--- config.mk ---
export PLATFORM = sky130hd
export DESIGN_NAME = cam_insert_engine
export DESIGN_NICKNAME = d
export VERILOG_FILES = /design/src/rtl/cam_pkg.sv /design/src/rtl/cam_alloc_ctr.sv /design/src/rtl/cam_insert_engine.sv
export SDC_FILE = /design/constraint.sdc
export NUM_CORES = 1
export LEC_CHECK = 0
export CAP_MARGIN = 5
export CORE_ASPECT_RATIO = 1.1
export CORE_MARGIN = 1
export CORE_UTILIZATION = 24
export DETAILED_ROUTE_END_ITERATION = 12
export HOLD_SLACK_MARGIN = 0.1
export MAX_ROUTING_LAYER = met4
export SYNTH_ARGS = -nofsm -noshare
export SYNTH_HDL_FRONTEND = slang
export SYNTH_SLANG_ARGS = --single-unit
--- constraint.sdc ---
create_clock -name clk -period 2.1 [get_ports clk]
set_input_delay 0.42 -clock clk [delete_from_list [all_inputs] [get_ports clk]]
set_output_delay 0.42 -clock clk [all_outputs]
set_load 0.005 [all_outputs]
--- src/rtl/cam_pkg.sv ---
// Shared types and default sizing for the CAM lookup-or-insert engine.
// Optional readback check is enabled by defining CAM_INSERT_READBACK_EN.
package cam_pkg;

  // Default geometry: 32-bit keys, 32 entries.
  localparam int CAM_ARRAY_WIDTH_LOG2 = 5;
  localparam int CAM_ARRAY_SIZE_LOG2  = 5;
  localparam int DATA_W               = 2 ** CAM_ARRAY_WIDTH_LOG2;
  localparam int IDX_W                = CAM_ARRAY_SIZE_LOG2;

  // Engine states; READ and CHECK exist only with the readback feature.
  typedef enum logic [2:0] {
    ST_IDLE   = 3'd0,
    ST_SEARCH = 3'd1,
    ST_WAIT_S = 3'd2,
    ST_WRITE  = 3'd3,
`ifdef CAM_INSERT_READBACK_EN
    ST_READ   = 3'd4,
    ST_CHECK  = 3'd5,
`endif
    ST_RESP   = 3'd6
  } cam_ins_state_t;

endpackage

--- src/rtl/cam_alloc_ctr.sv ---
// Linear entry allocator: next free index plus a saturating fill count.
module cam_alloc_ctr #(
  parameter int IDX_W = 5
) (
  input  logic             clk,
  input  logic             reset_i,
  input  logic             inc_i,
  output logic [IDX_W-1:0] alloc_ptr_o,
  output logic [IDX_W:0]   fill_count_o
);

  localparam logic [IDX_W:0]   FILL_MAX = {1'b1, {IDX_W{1'b0}}};
  localparam logic [IDX_W-1:0] PTR_MAX  = {IDX_W{1'b1}};

  // Advance pointer and count on each allocation; both stop at the top.
  always_ff @(posedge clk) begin
    // NOTE: sequential state uses non-blocking assignments so every register
    // samples the pre-edge values, independent of statement order.
    if (reset_i) begin
      alloc_ptr_o  <= '0;
      fill_count_o <= '0;
    end else if (inc_i) begin
      if (fill_count_o != FILL_MAX) fill_count_o <= fill_count_o + 1'b1;
      if (alloc_ptr_o != PTR_MAX)   alloc_ptr_o  <= alloc_ptr_o + 1'b1;
    end
  end

endmodule

--- src/rtl/cam_insert_engine.sv ---
// Lookup-or-insert front end for a CAM: search, allocate-and-write on miss,
// report full when no entry is left. Define CAM_INSERT_READBACK_EN to add a
// read-after-write check that flags mismatches on rsp_err_o.
module cam_insert_engine
  import cam_pkg::*;
#(
  parameter  int ARRAY_WIDTH_LOG2 = CAM_ARRAY_WIDTH_LOG2,
  parameter  int ARRAY_SIZE_LOG2  = CAM_ARRAY_SIZE_LOG2,
  localparam int DW               = 2 ** ARRAY_WIDTH_LOG2,
  localparam int IW               = ARRAY_SIZE_LOG2
) (
  input  logic          clk,
  input  logic          reset_i,
  input  logic          req_valid_i,
  output logic          req_ready_o,
  input  logic [DW-1:0] req_key_i,
  output logic          rsp_valid_o,
  input  logic          rsp_ready_i,
  output logic [IW-1:0] rsp_index_o,
  output logic          rsp_hit_o,
  output logic          rsp_full_o,
  output logic          rsp_err_o,
  output logic [IW:0]   fill_count_o,
  output logic          cam_read_o,
  output logic [IW-1:0] cam_read_index_o,
  output logic          cam_write_o,
  output logic [IW-1:0] cam_write_index_o,
  output logic [DW-1:0] cam_write_data_o,
  output logic          cam_search_o,
  output logic [DW-1:0] cam_search_data_o,
  input  logic          cam_read_valid_i,
  input  logic [DW-1:0] cam_read_value_i,
  input  logic          cam_search_valid_i,
  input  logic [IW-1:0] cam_search_index_i
);

  localparam logic [IW:0] FILL_FULL = {1'b1, {IW{1'b0}}};

  cam_ins_state_t state_q, state_d;
  logic [DW-1:0]  key_q;
  logic [IW-1:0]  index_q;
  logic           hit_q;
  logic           full_q;
  logic [IW-1:0]  alloc_ptr;
  logic           table_full;

  assign table_full = (fill_count_o == FILL_FULL);

  cam_alloc_ctr #(.IDX_W(IW)) u_alloc (
    .clk          (clk),
    .reset_i      (reset_i),
    .inc_i        (state_q == ST_WRITE),
    .alloc_ptr_o  (alloc_ptr),
    .fill_count_o (fill_count_o)
  );

  // State register.
  always_ff @(posedge clk) begin
    if (reset_i) state_q <= ST_IDLE;
    else         state_q <= state_d;
  end

  // Next-state logic.
  always_comb begin
    // NOTE: defaulting state_d before the case keeps every path assigned,
    // so no latch is inferred.
    state_d = state_q;
    unique case (state_q)
      ST_IDLE:   if (req_valid_i) state_d = ST_SEARCH;
      ST_SEARCH: state_d = ST_WAIT_S;
      ST_WAIT_S: state_d = (cam_search_valid_i || table_full) ? ST_RESP : ST_WRITE;
`ifdef CAM_INSERT_READBACK_EN
      ST_WRITE:  state_d = ST_READ;
      ST_READ:   state_d = ST_CHECK;
      ST_CHECK:  state_d = ST_RESP;
`else
      ST_WRITE:  state_d = ST_RESP;
`endif
      ST_RESP:   if (rsp_ready_i) state_d = ST_IDLE;
      default:   state_d = ST_IDLE;
    endcase
  end

  // Request key and response fields; cleared on acceptance, held through RESP.
  always_ff @(posedge clk) begin
    if (reset_i) begin
      key_q   <= '0;
      index_q <= '0;
      hit_q   <= 1'b0;
      full_q  <= 1'b0;
    end else begin
      unique case (state_q)
        ST_IDLE: if (req_valid_i) begin
          key_q   <= req_key_i;
          index_q <= '0;
          hit_q   <= 1'b0;
          full_q  <= 1'b0;
        end
        ST_WAIT_S: begin
          if (cam_search_valid_i) begin
            hit_q   <= 1'b1;
            index_q <= cam_search_index_i;
          end else if (table_full) begin
            full_q  <= 1'b1;
            index_q <= '0;
          end
        end
        ST_WRITE: index_q <= alloc_ptr;
        default: ;
      endcase
    end
  end

  // Handshake and CAM strobes decode directly from the state.
  always_comb begin
    req_ready_o       = (state_q == ST_IDLE);
    rsp_valid_o       = (state_q == ST_RESP);
    rsp_index_o       = index_q;
    rsp_hit_o         = hit_q;
    rsp_full_o        = full_q;
    cam_search_o      = (state_q == ST_SEARCH);
    cam_search_data_o = cam_search_o ? key_q : '0;
    cam_write_o       = (state_q == ST_WRITE);
    cam_write_index_o = cam_write_o ? alloc_ptr : '0;
    cam_write_data_o  = cam_write_o ? key_q : '0;
  end

`ifdef CAM_INSERT_READBACK_EN
  logic err_q;

  // Compare the read-back entry against the key that was just written.
  always_ff @(posedge clk) begin
    if (reset_i) begin
      err_q <= 1'b0;
    end else if (state_q == ST_IDLE && req_valid_i) begin
      err_q <= 1'b0;
    end else if (state_q == ST_CHECK) begin
      err_q <= !cam_read_valid_i || (cam_read_value_i != key_q);
    end
  end

  assign cam_read_o       = (state_q == ST_READ);
  assign cam_read_index_o = cam_read_o ? index_q : '0;
  assign rsp_err_o        = err_q;
`else
  // Read result port is not consumed without the readback check.
  logic unused_read;
  assign unused_read      = &{1'b0, cam_read_valid_i, cam_read_value_i};
  assign cam_read_o       = 1'b0;
  assign cam_read_index_o = '0;
  assign rsp_err_o        = 1'b0;
`endif

endmodule

Word-level counts from Yosys, hierarchy flattened
Cells that the tools add are included.
- add/subtract/negate cells: 2
- equal/unequal tests: 13
- muxes and demuxes: 17
- reductions and logical operators: 11
- operators with widths (kind ; number):
    $mux W32 ; 2
    $mux W5 ; 4
    $pmux W3 S5 ; 1
    $pmux W5 S3 ; 1
    $mux W3 ; 3
    $ne A2 B2 Y1 const B ; 4
    $reduce_and A2 Y1 ; 4
    $add A6 B1 Y6 const B ; 1
    $eq A3 B2 Y1 const B ; 2
    $eq A6 B6 Y1 const B ; 1
    $ne A6 B6 Y1 const B ; 1
    $reduce_and A3 Y1 ; 2
    $add A5 B1 Y5 const B ; 1
    $ne A5 B5 Y1 const B ; 1
    $mux W1 ; 4
    $pmux W1 S2 ; 2
    $reduce_and A4 Y1 ; 1
    $eq A3 B1 Y1 const B ; 1
    $eq A3 B3 Y1 const B ; 1
    $logic_not A3 Y1 ; 1
    $ne A3 B3 Y1 const B ; 1
    $reduce_bool A3 Y1 ; 1
    $ne A2 B1 Y1 const B ; 1
    $reduce_bool A2 Y1 ; 1
    $logic_or A1 B1 Y1 ; 1
- register bits after elaboration: 53
- bits of input ports: 75
- output and inout port bits: 93

Longest topological paths before layout
Gate-level depths: netlist of the first run.
- word-level depth: 4
- depth in mapped cells: 6
- depth with buffers taken out: 6

Cells and area by module
Synthesis of the first run repeated with hierarchy kept, for this count alone.
- cell total of the unflattened synthesis: 362
- area total of the unflattened synthesis: 2840.2 µm²
- modules (own cells, without submodules) (module ; instances ; cells an instance ; area an instance (µm²) ; sequential area each (µm²)):
    cam_insert_engine ; 1 ; 300 ; 2255.9 ; 840.8
    cam_alloc_ctr ; 1 ; 62 ; 584.3 ; 220.2

Least setup slack after synthesis of the first run
No wires, ideal clock.
- path kind: flip-flop to flip-flop
- start: reg u_alloc.alloc_ptr_o[0]
- end: reg u_alloc.alloc_ptr_o[2]
- library setup time: 0.116 ns
- arrival time: 1.555 ns
- data required time: 1.984 ns
- slack: 0.428 ns
- stages on the path, launching flop included: 7
- path buffers: 0
- period minus slack after synthesis: 1.672 ns
- cell sequence: dfxtp_1 ha_1 and3_1 ha_1 and4bb_1 a21oi_1 a31o_2
- cells in the longest elaborated chain, start to end: 2
- elaborated cells between the ends (all ways): 3
- RTL lines (element ; line ; text):
    start, declared ; cam_alloc_ctr.sv:8 ; output logic [IDX_W-1:0] alloc_ptr_o,
    start signal, assigned ; cam_alloc_ctr.sv:24 ; if (alloc_ptr_o != PTR_MAX) alloc_ptr_o <= alloc_ptr_o + 1'b1;
    parallel branches: the longest is 2 deep, another holds $add A5 B1 Y5 ; -- ;
Several ways; the timed one is not identified.
A chain may end at the register's enable or synchronous reset.

Final worst setup path of the first run
- start: reg state_q[2]
- end: out cam_search_data_o[7]
- cells in the longest elaborated chain, start to end: 2
- RTL lines (element ; line ; text):
    start, declared ; cam_insert_engine.sv:39 ; cam_ins_state_t state_q, state_d;
    start signal, assigned ; cam_insert_engine.sv:60 ; else state_q <= state_d;
    $eq A3 B1 Y1 ; cam_insert_engine.sv:121 ; cam_search_o = (state_q == ST_SEARCH);
    $mux W32 ; cam_insert_engine.sv:122 ; cam_search_data_o = cam_search_o ? key_q : '0;
    end, declared ; cam_insert_engine.sv:30 ; output logic [DW-1:0] cam_search_data_o,
No other way between the ends.

==> results of run 1 <==
## registers in the layout, indices dropped and copies added (netlist names)
name	flops
key_q	32
rsp_full_o	1
rsp_hit_o	1
rsp_index_o	5
state_q	3
u_alloc.alloc_ptr_o	5
u_alloc.fill_count_o	6
## cells in the final DEF (no fill, tap or decap), drive strengths merged, types with 2 or more instances in the layout
cell and instances:
dlymetal6s2s 23, or3 2, nor2b 5, nor2 6
nand3b 6, or4 2, ha 4, conb 7
o31ai 4, and2 69, dlygate4sd2 33, and3 2
clkdlybuf4s50 70, clkbuf 8, o21a 2, nor3 4
inv 8, nor3b 3, a21oi 42, a21o 5
o21ai 8, o2111ai 6, nor4b 2, nand3 3
dfxtp 53, buf 20, nand2 77, nand2b 3
o211ai 5
## cells by family (layout without fill, tap and decap cells)
kind of cell | after synthesis | after routing | synth area share (%)
AOI/OAI and AO/OA | 76 | 76 | 16.2
xor gates and xnor gates | 1 | 1 | 0.307
adders and majority gates | 4 | 4 | 1.76
buffers and inverters | 43 | 163 | 7.81
DFF | 53 | 53 | 37.2
muxes | 1 | 1 | 0.395
other | 1 | 7 | 0.132
and+or+nand+nor | 189 | 189 | 36.2
## final timing paths
kind                          startpoint                      to  slack, ns  depth (start not counted)
setup reg to reg  u_alloc.alloc_ptr_o[0]  u_alloc.alloc_ptr_o[2]       0.26                          6
hold / removal                 key_q[29]               key_q[29]       0.46                          2
setup / recovery              state_q[2]    cam_search_data_o[7]      -0.02                          4
hold reg to reg                key_q[29]               key_q[29]       0.46                          2
## per-stage QoR
stage / setup slack (ns) / hold slack, ns / util (%) / cells / TNS [ns]
floorplan: 0.428 / 0.440 / - / 374 / 0
global placement: 0.152 / 0.448 / 37.2 / 631 / 0
detailed placement: 0.138 / 0.455 / 37.2 / 631 / 0
CTS: -0.120 / 0.459 / 38.5 / 639 / -2.97
global route: -0.109 / 0.477 / 39.6 / 644 / -1.25
finish: -0.0216 / 0.461 / 39.6 / 644 / -0.181
## final cells by class
type	count	area share [%]
Inverter	8	0.658
Timing Repair Buffer	147	32.9
Sequential cell	53	23.3
Tap cell	150	4.11
Clock buffer	7	3.12
Multi-Input combinational cell	278	35.2
Clock inverter	1	0.658
## power by group through the flow
| stage | logic (W) | registers (W) | clock network, W |
|---|---|---|---|
| 2_1_floorplan | 0.000240 | 0.00111 | 0 |
| 3_3_place_gp | 0.000438 | 0.00112 | 0 |
| 3_5_place_dp | 0.000444 | 0.00113 | 0 |
| 4_1_cts | 0.000445 | 0.00110 | 0.000996 |
| 5_1_grt | 0.000493 | 0.00111 | 0.00103 |
| 6_report | 0.000446 | 0.00110 | 0.000956 |
## worst max-delay path, cell delays in order, from the launching register on
cell	delay [ns]
dfxtp_2	0.35
nor3b_4	0.22
buf_12	0.20
and2_1	0.14
clkdlybuf4s50_1	0.49
## routing by layer
layer | share of wire [%] | up-vias
li1 | - | 1462
met1 | 47 | 1319
met2 | 46 | 116
met3 | 5.5 | 9
met4 | 1.2 | 0
met5 | 0 | -
## timing repair
item / 4_1_cts / 5_1_grt
hold buffers: 0 / 0
gates resized for setup: 37 / 26
buffers inserted: 0 / 4
endpoints found under the hold margin: 0 / 0
cloned: 0 / 1
setup endpoints to repair: 70 / 39
pin swaps: 0 / 0
==> results.json, run 1 <==
{
  "status": "complete, but fails checks",
  "failed_checks": "setup timing",
  "p_int_w": 0.00189,
  "residual_antenna_violating_net_count_after_detailed_routing": 0,
  "place_hpwl_mm": 5.95,
  "endpoint_kind": "output port",
  "first_global_vias": 2599,
  "syn_inst": 368,
  "gpl.final_weighted_congestion": 0.780,
  "worst-setup-path-type": "register to output port",
  "global_route_track_usage_on_met1_pct": 17.5,
  "grt_remaining_overflow": 0,
  "floorplan.die_area_um2": 12300,
  "power.switching_fraction_pct": 24.6,
  "design_area_um2": 4570,
  "wl_per_cell_um": 13.3,
  "rsz0062_at_grt": "true",
  "synth.cells.most_frequent": "77 x nand2_1, 69 x and2_1, 53 x dfxtp_1, 42 x a21oi_1, 14 x clkbuf_1",
  "clock_tree_from_tritoncts": "done",
  "clock_tree.root_cell": "clkbuf_16",
  "i_o_buffers": 127,
  "timing.final.crit_period_ns": 2.12,
  "clkSinkCount": 53,
  "grt_antenna_before_repair": 0,
  "num_antenna_cells": 0,
  "synth_area_um2": 2850,
  "clock-skew-final_ns": 0.00278,
  "detailed_place.area_um2": 4300,
  "power.static_leakage_nw": 2.25,
  "grt_first_pass_wirelength_mm": 13.2,
  "timing.critical_path.from_type": "register",
  "post-route-worst-setup-slack_ns": -0.0216,
  "floorplan.die.width_um": 106,
  "drt-vias-per-instance": 4.51,
  "chipHeight_um": 116,
  "route.vias.total": 2906,
  "powerDensity_nw_per_um2": 549,
  "final_hold_violations": 0,
  "maxCapViolations": 0,
  "netlist-cell-type-count": 43,
  "synth_most_common_cell": "nand2_1",
  "drt-pass1-iter-count": 4,
  "core_um2": 11500,
  "synth_sequential_area_ratio_pct": 37.2,
  "finalCritPeriodShare_pct": 101,
  "start_util_pct": 24.7,
  "holdCritPathClass": "register to register",
  "synth_top_area_cell": "dfxtp_1",
  "power.total_w": 0.00251,
  "gr-usage-met2_pct": 22.9,
  "cts.htree.levels": 2,
  "asyncSetResetFlopFracSynth_pct": 0,
  "total_nets_final": 572,
  "comb_power_share_pct": 17.8,
  "synth_top_area_share_pct": 37.2,
  "syn_avg_cell_area_um2": 7.75,
  "clock_power_share_pct": 38.1,
  "arrival_ns": 1.70,
  "globalRoute.busiestLayer": "met2",
  "route.detailed.drc": 0,
  "critPathRequiredTime_ns": 1.68,
  "ys_ff_latch": 53,
  "max-vdd-ir-drop_mv": 0.284,
  "max_freq_ghz": 0.471,
  "largest_net_degree_at_the_start_of_global_routing": 34,
  "yosys_warnings": 0,
  "ff_latch_area_um2": 1060,
  "clock_path_buffers": 2,
  "routed_wirelength_mm": 8.56,
  "cts_inserted_buffers": 5,
  "pin_count": 168,
  "synth_ff_type": "dfxtp_1",
  "global_route.usage.total_pct": 13.8,
  "syn2layout_area_growth_pct": 60.2,
  "synthTopCellsByArea": "dfxtp_1 37%, and2_1 15%, nand2_1 10%",
  "clock_insertion_delay_worst_skew_ns": 0.29,
  "grtUsageMet3_pct": 2.29,
  "setup_viol_count_final": 13,
  "cts.reportedPaths.clkPinSlew_ns": 0.07,
  "worstPathMaxFanout": 33,
  "number_of_flops_mapped_to_enable_cells_by_yosys": 0,
  "multi_input_comb_area_um2": 1610,
  "maxSlewViolCount": 0,
  "sequential_share_of_power_pct": 44.1,
  "rows": 41,
  "p_sw_w": 0.000618,
  "post_route_cells_drive_above_1_share_pct": 7.69,
  "num-fill-cells": 1181,
  "initialDrtViolationCount": 82
}
Power figures use the tool's default switching activity.
==> inputs of run 2 (changes only) <==
--- a/config.mk
+++ b/config.mk
@@ -9,6 +9,7 @@
 export CORE_ASPECT_RATIO = 1.1
 export CORE_MARGIN = 1
 export CORE_UTILIZATION = 24
+export CTS_CLUSTER_SIZE = 14
 export DETAILED_ROUTE_END_ITERATION = 12
 export HOLD_SLACK_MARGIN = 0.1
 export MAX_ROUTING_LAYER = met4
==> results of run 2 <==
Same layout as run 1: the final DEF is identical, and so are final timing and power.
